**config.mk**
```make
export PLATFORM = sky130hd
export DESIGN_NAME = bin2bcd_seq_flat
export DESIGN_NICKNAME = d
export VERILOG_FILES = /design/src/rtl/bin2bcd_seq_if.sv /design/src/rtl/bin2bcd_seq.sv /design/src/flat_wrapper.sv
export SDC_FILE = /design/constraint.sdc
export NUM_CORES = 1
export LEC_CHECK = 0
export CORE_ASPECT_RATIO = 1.25
export CORE_MARGIN = 2
export CORE_UTILIZATION = 35
export CTS_CLUSTER_SIZE = 28
export DETAILED_ROUTE_END_ITERATION = 10
export PLACE_DENSITY = 0.54
export SETUP_SLACK_MARGIN = 0.3
export SLEW_MARGIN = 20
export SYNTH_ARGS = -nofsm -noshare
export SYNTH_HDL_FRONTEND = slang
export SYNTH_SLANG_ARGS = --single-unit
```
**constraint.sdc**
```tcl
create_clock -name clk -period 3.1 [get_ports clk]
set_input_delay 0.62 -clock clk [delete_from_list [all_inputs] [get_ports clk]]
set_output_delay 0.62 -clock clk [all_outputs]
set_load 0.01 [all_outputs]
```
**src/rtl/bin2bcd_seq_if.sv**
```systemverilog
// ---------------------------------------------------------------------------
// bin2bcd_seq_if
//   Handshake and result bundle for the sequential binary-to-BCD converter.
//
//   Signals:
//     start      requester -> converter  begin a conversion (taken while ready)
//     bin[W-1:0] requester -> converter  unsigned binary value to convert
//     ready      converter -> requester  converter is idle and accepts start
//     done_tick  converter -> requester  one-cycle pulse, new digits valid
//     bcd3..bcd0 converter -> requester  thousands..units digits, 0-9
//     ovf        converter -> requester  last accepted value exceeded 9999
//
//   Modports:
//     master  the requester side (drives start/bin)
//     slave   the converter side (drives ready/done_tick/digits/ovf)
// ---------------------------------------------------------------------------
interface bin2bcd_seq_if #(
    parameter int W = 14
);
    logic         start;
    logic [W-1:0] bin;
    logic         ready;
    logic         done_tick;
    logic [3:0]   bcd3;
    logic [3:0]   bcd2;
    logic [3:0]   bcd1;
    logic [3:0]   bcd0;
    logic         ovf;

    modport master (
        output start, bin,
        input  ready, done_tick, bcd3, bcd2, bcd1, bcd0, ovf
    );

    modport slave (
        input  start, bin,
        output ready, done_tick, bcd3, bcd2, bcd1, bcd0, ovf
    );
endinterface

```
**src/rtl/bin2bcd_seq.sv**
```systemverilog
// ---------------------------------------------------------------------------
// bin2bcd_seq
//   Sequential binary-to-BCD converter using shift-and-add-3 (double dabble),
//   one bit per clock. Inputs above 9999 saturate to 9999 and set ovf. The
//   four digit outputs are registered and only change when a conversion
//   completes, so a downstream seven-segment multiplexer never sees partial
//   results.
//
//   Ports:
//     clk    system clock
//     reset  synchronous, active-high reset
//     bus    bin2bcd_seq_if.slave: start/bin in; ready, done_tick,
//            bcd3..bcd0 and ovf out
//
//   Timing: start accepted in cycle 0, W cycles of OP, DONE in cycle W+1
//   (done_tick high, digits valid), back in IDLE in cycle W+2.
// ---------------------------------------------------------------------------
module bin2bcd_seq #(
    parameter int W = 14
) (
    input  logic          clk,
    input  logic          reset,
    bin2bcd_seq_if.slave  bus
);
    localparam int CW = $clog2(W + 1);

    localparam logic [1:0] IDLE = 2'd0;
    localparam logic [1:0] OP   = 2'd1;
    localparam logic [1:0] DONE = 2'd2;

    localparam logic [W-1:0] MAX_VAL = W'(9999);

    logic [1:0]    state;
    logic [W-1:0]  bin_reg;
    logic [15:0]   bcd_work;
    logic [CW-1:0] step_cnt;
    logic          ovf_pend;
    logic [15:0]   bcd_out;
    logic          ovf_out;

    logic          over_max;
    logic [W-1:0]  capture;
    logic [15:0]   bcd_adj;
    logic [15:0]   bcd_shift;

    // Saturate on capture so the working register can never exceed four digits.
    always_comb begin
        over_max = (bus.bin > MAX_VAL);
        capture  = over_max ? MAX_VAL : bus.bin;
    end

    // One double-dabble step: add 3 to every digit >= 5, then shift the
    // binary MSB into BCD bit 0.
    always_comb begin
        // NOTE: every combinational output gets a default first so no path
        // leaves it unassigned and no latch is inferred.
        bcd_adj = bcd_work;
        for (int i = 0; i < 4; i++) begin
            if (bcd_work[4*i +: 4] >= 4'd5) begin
                bcd_adj[4*i +: 4] = bcd_work[4*i +: 4] + 4'd3;
            end
        end
        bcd_shift = {bcd_adj[14:0], bin_reg[W-1]};
    end

    always_ff @(posedge clk) begin
        // NOTE: all state is updated with non-blocking assignments so every
        // register samples pre-edge values, independent of statement order.
        if (reset) begin
            state    <= IDLE;
            bin_reg  <= '0;
            bcd_work <= '0;
            step_cnt <= '0;
            ovf_pend <= 1'b0;
            bcd_out  <= '0;
            ovf_out  <= 1'b0;
        end else begin
            case (state)
                IDLE: begin
                    if (bus.start) begin
                        bin_reg  <= capture;
                        bcd_work <= '0;
                        step_cnt <= CW'(W);
                        ovf_pend <= over_max;
                        state    <= OP;
                    end
                end
                OP: begin
                    bin_reg  <= bin_reg << 1;
                    bcd_work <= bcd_shift;
                    step_cnt <= step_cnt - CW'(1);
                    // Last step: publish the freshly shifted value, not the
                    // pre-step working register.
                    if (step_cnt == CW'(1)) begin
                        state   <= DONE;
                        bcd_out <= bcd_shift;
                        ovf_out <= ovf_pend;
                    end
                end
                DONE: begin
                    state <= IDLE;
                end
                default: begin
                    state <= IDLE;
                end
            endcase
        end
    end

    assign bus.ready     = (state == IDLE);
    assign bus.done_tick = (state == DONE);
    assign bus.bcd3      = bcd_out[15:12];
    assign bus.bcd2      = bcd_out[11:8];
    assign bus.bcd1      = bcd_out[7:4];
    assign bus.bcd0      = bcd_out[3:0];
    assign bus.ovf       = ovf_out;

endmodule

```
**src/flat_wrapper.sv**
```systemverilog
// flat-port wrapper written by rule: the top's interface ports become plain ports
module bin2bcd_seq_flat 
#(
    parameter int W = 14
)
  (clk, reset, bus_start, bus_bin, bus_ready, bus_done_tick, bus_bcd3, bus_bcd2, bus_bcd1, bus_bcd0, bus_ovf);
  bin2bcd_seq_if #(.W(W)) bus_i ();
  input  logic clk;
  input  logic reset;
  input wire logic [$bits(bus_i.start)-1:0] bus_start;
  input wire logic [$bits(bus_i.bin)-1:0] bus_bin;
  output wire logic [$bits(bus_i.ready)-1:0] bus_ready;
  output wire logic [$bits(bus_i.done_tick)-1:0] bus_done_tick;
  output wire logic [$bits(bus_i.bcd3)-1:0] bus_bcd3;
  output wire logic [$bits(bus_i.bcd2)-1:0] bus_bcd2;
  output wire logic [$bits(bus_i.bcd1)-1:0] bus_bcd1;
  output wire logic [$bits(bus_i.bcd0)-1:0] bus_bcd0;
  output wire logic [$bits(bus_i.ovf)-1:0] bus_ovf;
  assign bus_i.start = bus_start;
  assign bus_i.bin = bus_bin;
  assign bus_ready = bus_i.ready;
  assign bus_done_tick = bus_i.done_tick;
  assign bus_bcd3 = bus_i.bcd3;
  assign bus_bcd2 = bus_i.bcd2;
  assign bus_bcd1 = bus_i.bcd1;
  assign bus_bcd0 = bus_i.bcd0;
  assign bus_ovf = bus_i.ovf;
  bin2bcd_seq #(.W(W)) u_core (.clk(clk), .reset(reset), .bus(bus_i));
endmodule
```
==> flow_summary.toml, run 1 <==
[run_status]
status = "completed"

[drt]
drt-met1-wl_um = 2540
first_pass_iters = 6
top_layer = "met4"
detail-route-antenna-nets = 0
post_drt_wl_per_cell_um = 14.30
finalWirelength_um = 5435
met2_length_um = 2654
drc_errors = 0
dr_wl_met3_um = 196
vias = 2003
drtIter0Drc = 101
vias_per_cell = 5.271

[place]
numPortBuffers = 35
placed_cell_area_um2 = 2814
place_hpwl_um = 3897
gp_congestion = 0.7426

[global_route]
antenna_found_initial = 0
grt_usage = 0.1559
gr-total-overflow = 0
grt_max_degree = 31
grt_pass1_vias = 1862
grt_pass1_wl_um = 9280

[clock_tree]
postCtsSetupBuffers = 0
cts_tree = "done"
cts-resized-gates = 0
cts.htree.levels = 2
cts.sinks = 54
cts_hold_buffers = 0
cts_made_buffers = 5
root_buffer = "clkbuf_8"
clk_path_buf_depth = 2
cts.clk_slew.worst_paths_ps = 90
insertion_delay_ps = 300

[cells_and_area]
diodes = 0
layout_common_cells = "dfxtp_1, nor2_1, clkdlybuf4s50_1, a21oi_1, inv_1"
final_common_cell = "dfxtp_1"
syn_to_final_growth_pct = 22.33
final_cell_area_um2 = 2927
layout-drive-gt1-share = 0.07509
nets = 320
finish.utilization = 0.4430

[yosys]
yosysTopAreaCell = "dfxtp_1"
synth-async-reset-ratio = 0
synth_top_area_frac = 0.4519
syn_nets = 288
syn_area_um2 = 2392
post_synth.cell_area_avg_um2 = 9.166
synth_ff_type = "dfxtp_1"
yosysSeqAreaShare = 0.4519
yosys_warnings = 0
synth-edff-count = 0
ys_types = 36
synth_seq_cells = 54
ys_top_cells_by_area = "dfxtp_1, nor2_1, ha_1"
syn_inst = 261

[setup_path]
critPathCaptureType = "output port"
crit_path_max_fanout = 10
crit_arrival_ps = 1490
reg2reg_depth = 6
worstSetupStartpointType = "flop"
crit_type = "reg2out"
required_ps = 2480

[timing]
setup_tns_ps = 0
min_period_over_period = 0.6816
finClkSkew_ps = 6.986
period_needed_ps = 2113
slew_violations = 0
rsz0062_at_grt = "false"
timing.fmax_mhz = 473.3
slew_headroom = 0.6454
tightestPinTransition_ps = 531.9
setup_viol = 0
finalHoldViolations = 0

[pwr]
ir_drop_uv = 250.2
leakage_nw = 1.042
power_density_nw_per_um2 = 469.6

[die]
die_x_um = 77.95
ioPinCount = 36
die-area_um2 = 7517
placeableCoreArea_um2 = 6606
rows = 33
die_h_um = 96.44
start_util = 0.3621

[worst_hold_path]
hold_depth = 1
hold_class = "reg2reg"

[run]
maxCapViolCount = 0
==> worst paths after layout <==
path	from	endpoint	slack, ps
min reg2reg	u_core.step_cnt[3]$_SDFFE_PP0P_	u_core.step_cnt[3]$_SDFFE_PP0P_	480
max reg2reg	u_core.state[0]$_SDFFE_PP0P_	u_core.bcd_out[1]$_SDFFE_PP0P_	1230
min	u_core.step_cnt[3]$_SDFFE_PP0P_	u_core.step_cnt[3]$_SDFFE_PP0P_	480
max	u_core.state[1]$_SDFFE_PP0P_	bus_done_tick	990
==> worst max-delay path: stages, from the launching register on <==
cell             delay (ps)
dfxtp_1                 490
nor2b_1                 170
clkdlybuf4s50_1         530
==> layer usage <==
metal / vias up / GRT usage
met5: - / 0
li1: 1022 / -
met4: 0 / 0.04678
met3: 4 / 0.03532
met2: 43 / 0.2744
met1: 934 / 0.1913
==> power breakdown <==
part	switching (W)	internal (W)
clock	0.000219	0.000259
combinational	0.0000840	0.0000686
sequential	0.0000226	0.000721
total	0.000326	0.00105
==> through the flow <==
| step | setup WS, ps | hold slack [ps] | total power, W | std cells |
|---|---|---|---|---|
| finish | 987.2 | 481.3 | 0.001374 | 380 |
| global route | 907.0 | 498.4 | 0.001441 | 380 |
| CTS | 950.7 | 481.9 | 0.001391 | 380 |
| detailed placement | 870.9 | 464.5 | 0.0009159 | 373 |
| global placement | 895.7 | 457.5 | 0.0009135 | 373 |
| floorplan | 1553 | 432.7 | 0.0008518 | 261 |
==> synthesized netlist by cell type, types with 2 or more instances <==
library cell,instances
dfxtp_1,54
nor2_1,36
a21oi_1,18
inv_1,13
nor3b_1,12
a211oi_1,11
ha_1,10
o21ai_0,9
nand2_1,8
o2bb2ai_1,7
a222oi_1,6
buf_2,6
clkbuf_1,6
nor3_1,6
o22ai_1,6
a22o_1,5
a31o_2,5
mux2i_1,5
nand2b_1,5
nand3_1,5
xnor2_1,4
a22oi_1,3
o221ai_1,3
a311oi_1,2
and3_1,2
nor2b_1,2
nor4_1,2
o221a_2,2
==> cell families (layout without fill, tap and decap cells) <==
kind of cell               Yosys count  count (layout)  share of synthesized area
DFF                                 54              54                     0.4519
xor gates and xnor gates             4               4                    0.01464
muxes                                6               6                    0.02563
buffers and inverters               28              60                    0.05178
adders and majority gates           10              10                    0.05230
and+or+nand+nor                     82              82                     0.1726
AOI/OAI and AO/OA                   77              77                     0.2312
==> final cells by class <==
cell class	instances	area (µm²)
multi-input combinational	179	1187
timing repair buffer	40	387.9
inverter	13	48.80
sequential	54	1081
clock inverter	1	30.03
fill	691	3680
tap	87	108.9
clock buffer	6	82.58
Power figures use the tool's default switching activity.
==> run 2, diff against run 1 <==
- clock period: 3.1 -> 2.1 ns (I/O delays scaled with it)
==> flow_summary.toml, run 2 (synthesis gave the netlist of run 1 again) <==
[drt]
post_drt_wl_per_cell_um = 13.99
first_pass_iters = 4
drc_errors = 0
vias = 2013
finalWirelength_um = 5371
drtIter0Drc = 105
vias_per_cell = 5.242
detail-route-antenna-nets = 0

[clock_tree]
cts.htree.levels = 2
cts_made_buffers = 5
cts_hold_buffers = 0
clk_path_buf_depth = 2
cts.sinks = 54
insertion_delay_ps = 300
root_buffer = "clkbuf_8"
cts.clk_slew.worst_paths_ps = 90
postCtsSetupBuffers = 0
cts_tree = "done"

[place]
dp_cells = 377
gp_congestion = 0.7410
dp_slack_ps = 91.26
numPortBuffers = 35
place_hpwl_um = 3850

[setup_path]
path_cells = "clkdlybuf4s50_1 > buf_4 > or3b_2 > nor2_1 > a222oi_1 > nor2_1"
required_ps = 2340
max_stage_delay_ps = 490
path_buf_inv = 2
cp_common_cell = "nor2_1"
crit_path_max_fanout = 4
cp_slowest_cell = "or3b_2"
worstSetupStartpointType = "input port"
crit_arrival_ps = 1890
crit_type = "in2reg"
critPathTopFamily = "simple AND/OR/NAND/NOR gates"
critPathCaptureType = "flop"

[global_route]
gr-total-overflow = 0
grt_max_degree = 31
grt_usage = 0.1513
grt_pass1_wl_um = 9039
antenna_found_initial = 0
grt_pass1_vias = 1902

[timing]
setup_ws_ps = 453.2
setup_tns_ps = 0
finClkSkew_ps = 8.286
finalHoldViolations = 0
timing.fmax_mhz = 607.2
slew_violations = 0
min_period_over_period = 0.7842
slew_headroom = 0.6094
period_needed_ps = 1647
setup_viol = 0
rsz0062_at_grt = "false"
tightestPinTransition_ps = 585.8

[run]
maxCapViolCount = 0

[die]
die_x_um = 77.95
ioPinCount = 36
die-area_um2 = 7517
rows = 33
die_h_um = 96.44
start_util = 0.3621
placeableCoreArea_um2 = 6606

[pwr]
ir_drop_uv = 372.5
leakage_nw = 1.075
totalPowerFinal_w = 0.002039
power_density_nw_per_um2 = 684.8

[cells_and_area]
finish.utilization = 0.4508
layout_common_cells = "dfxtp_1, nor2_1, clkdlybuf4s50_1, a21oi_1, inv_1"
diodes = 0
final_cells = 384
syn_to_final_growth_pct = 24.48
nets = 324
final_common_cell = "dfxtp_1"
layout-drive-gt1-share = 0.09764
num-fill-cells = 692

[run_status]
status = "completed"

[worst_hold_path]
hold_class = "reg2reg"
## run 2: repair_timing
action                     CTS  global route
hold endpoints to repair     0             0
setup endpoints to repair    1             7
resized for setup            3             3
## run 2: metrics by stage
stage          area, µm²  hold slack [ps]
2_1_floorplan       2392            432.7
3_3_place_gp        2856            458.6
3_5_place_dp        2856            464.0
4_1_cts             2972            476.8
5_1_grt             2978            496.2
6_report            2978            476.0
## run 2: metal layers
metal / vias to the layer above / GRT usage / part of all wire
met5: - / 0 / 0
met4: 0 / 0.05263 / 0.011
met3: 6 / 0.02230 / 0.041
met2: 44 / 0.2716 / 0.48
met1: 935 / 0.1860 / 0.46
li1: 1028 / - / -
## run 2: power by group
group          switching, W  internal [W]
Combinational      0.000127      0.000109
Clock              0.000325      0.000382
Sequential        0.0000321       0.00106
Total              0.000484       0.00156
## run 2: path summary, 6_finish.rpt
check	cells after the start	endpoint	startpoint	slack, ps
worst max-delay path	6	u_core.bin_reg[12]$_SDFFE_PP0P_	bus_start	450
worst min-delay path	1	u_core.step_cnt[3]$_SDFFE_PP0P_	u_core.step_cnt[3]$_SDFFE_PP0P_	480
worst max register to register	6	u_core.bcd_out[2]$_SDFFE_PP0P_	u_core.bcd_work[0]$_SDFFE_PP0P_	510
worst min register to register	1	u_core.step_cnt[3]$_SDFFE_PP0P_	u_core.step_cnt[3]$_SDFFE_PP0P_	480
## run 2: final cells by class
type	count	area [µm²]	area share
inverter	13	48.80	0.01639
sequential	54	1086	0.3647
clock inverter	1	30.03	0.01008
clock buffer	6	82.58	0.02773
tap	87	108.9	0.03655
timing repair buffer	44	431.7	0.1450
multi-input combinational	179	1190	0.3996
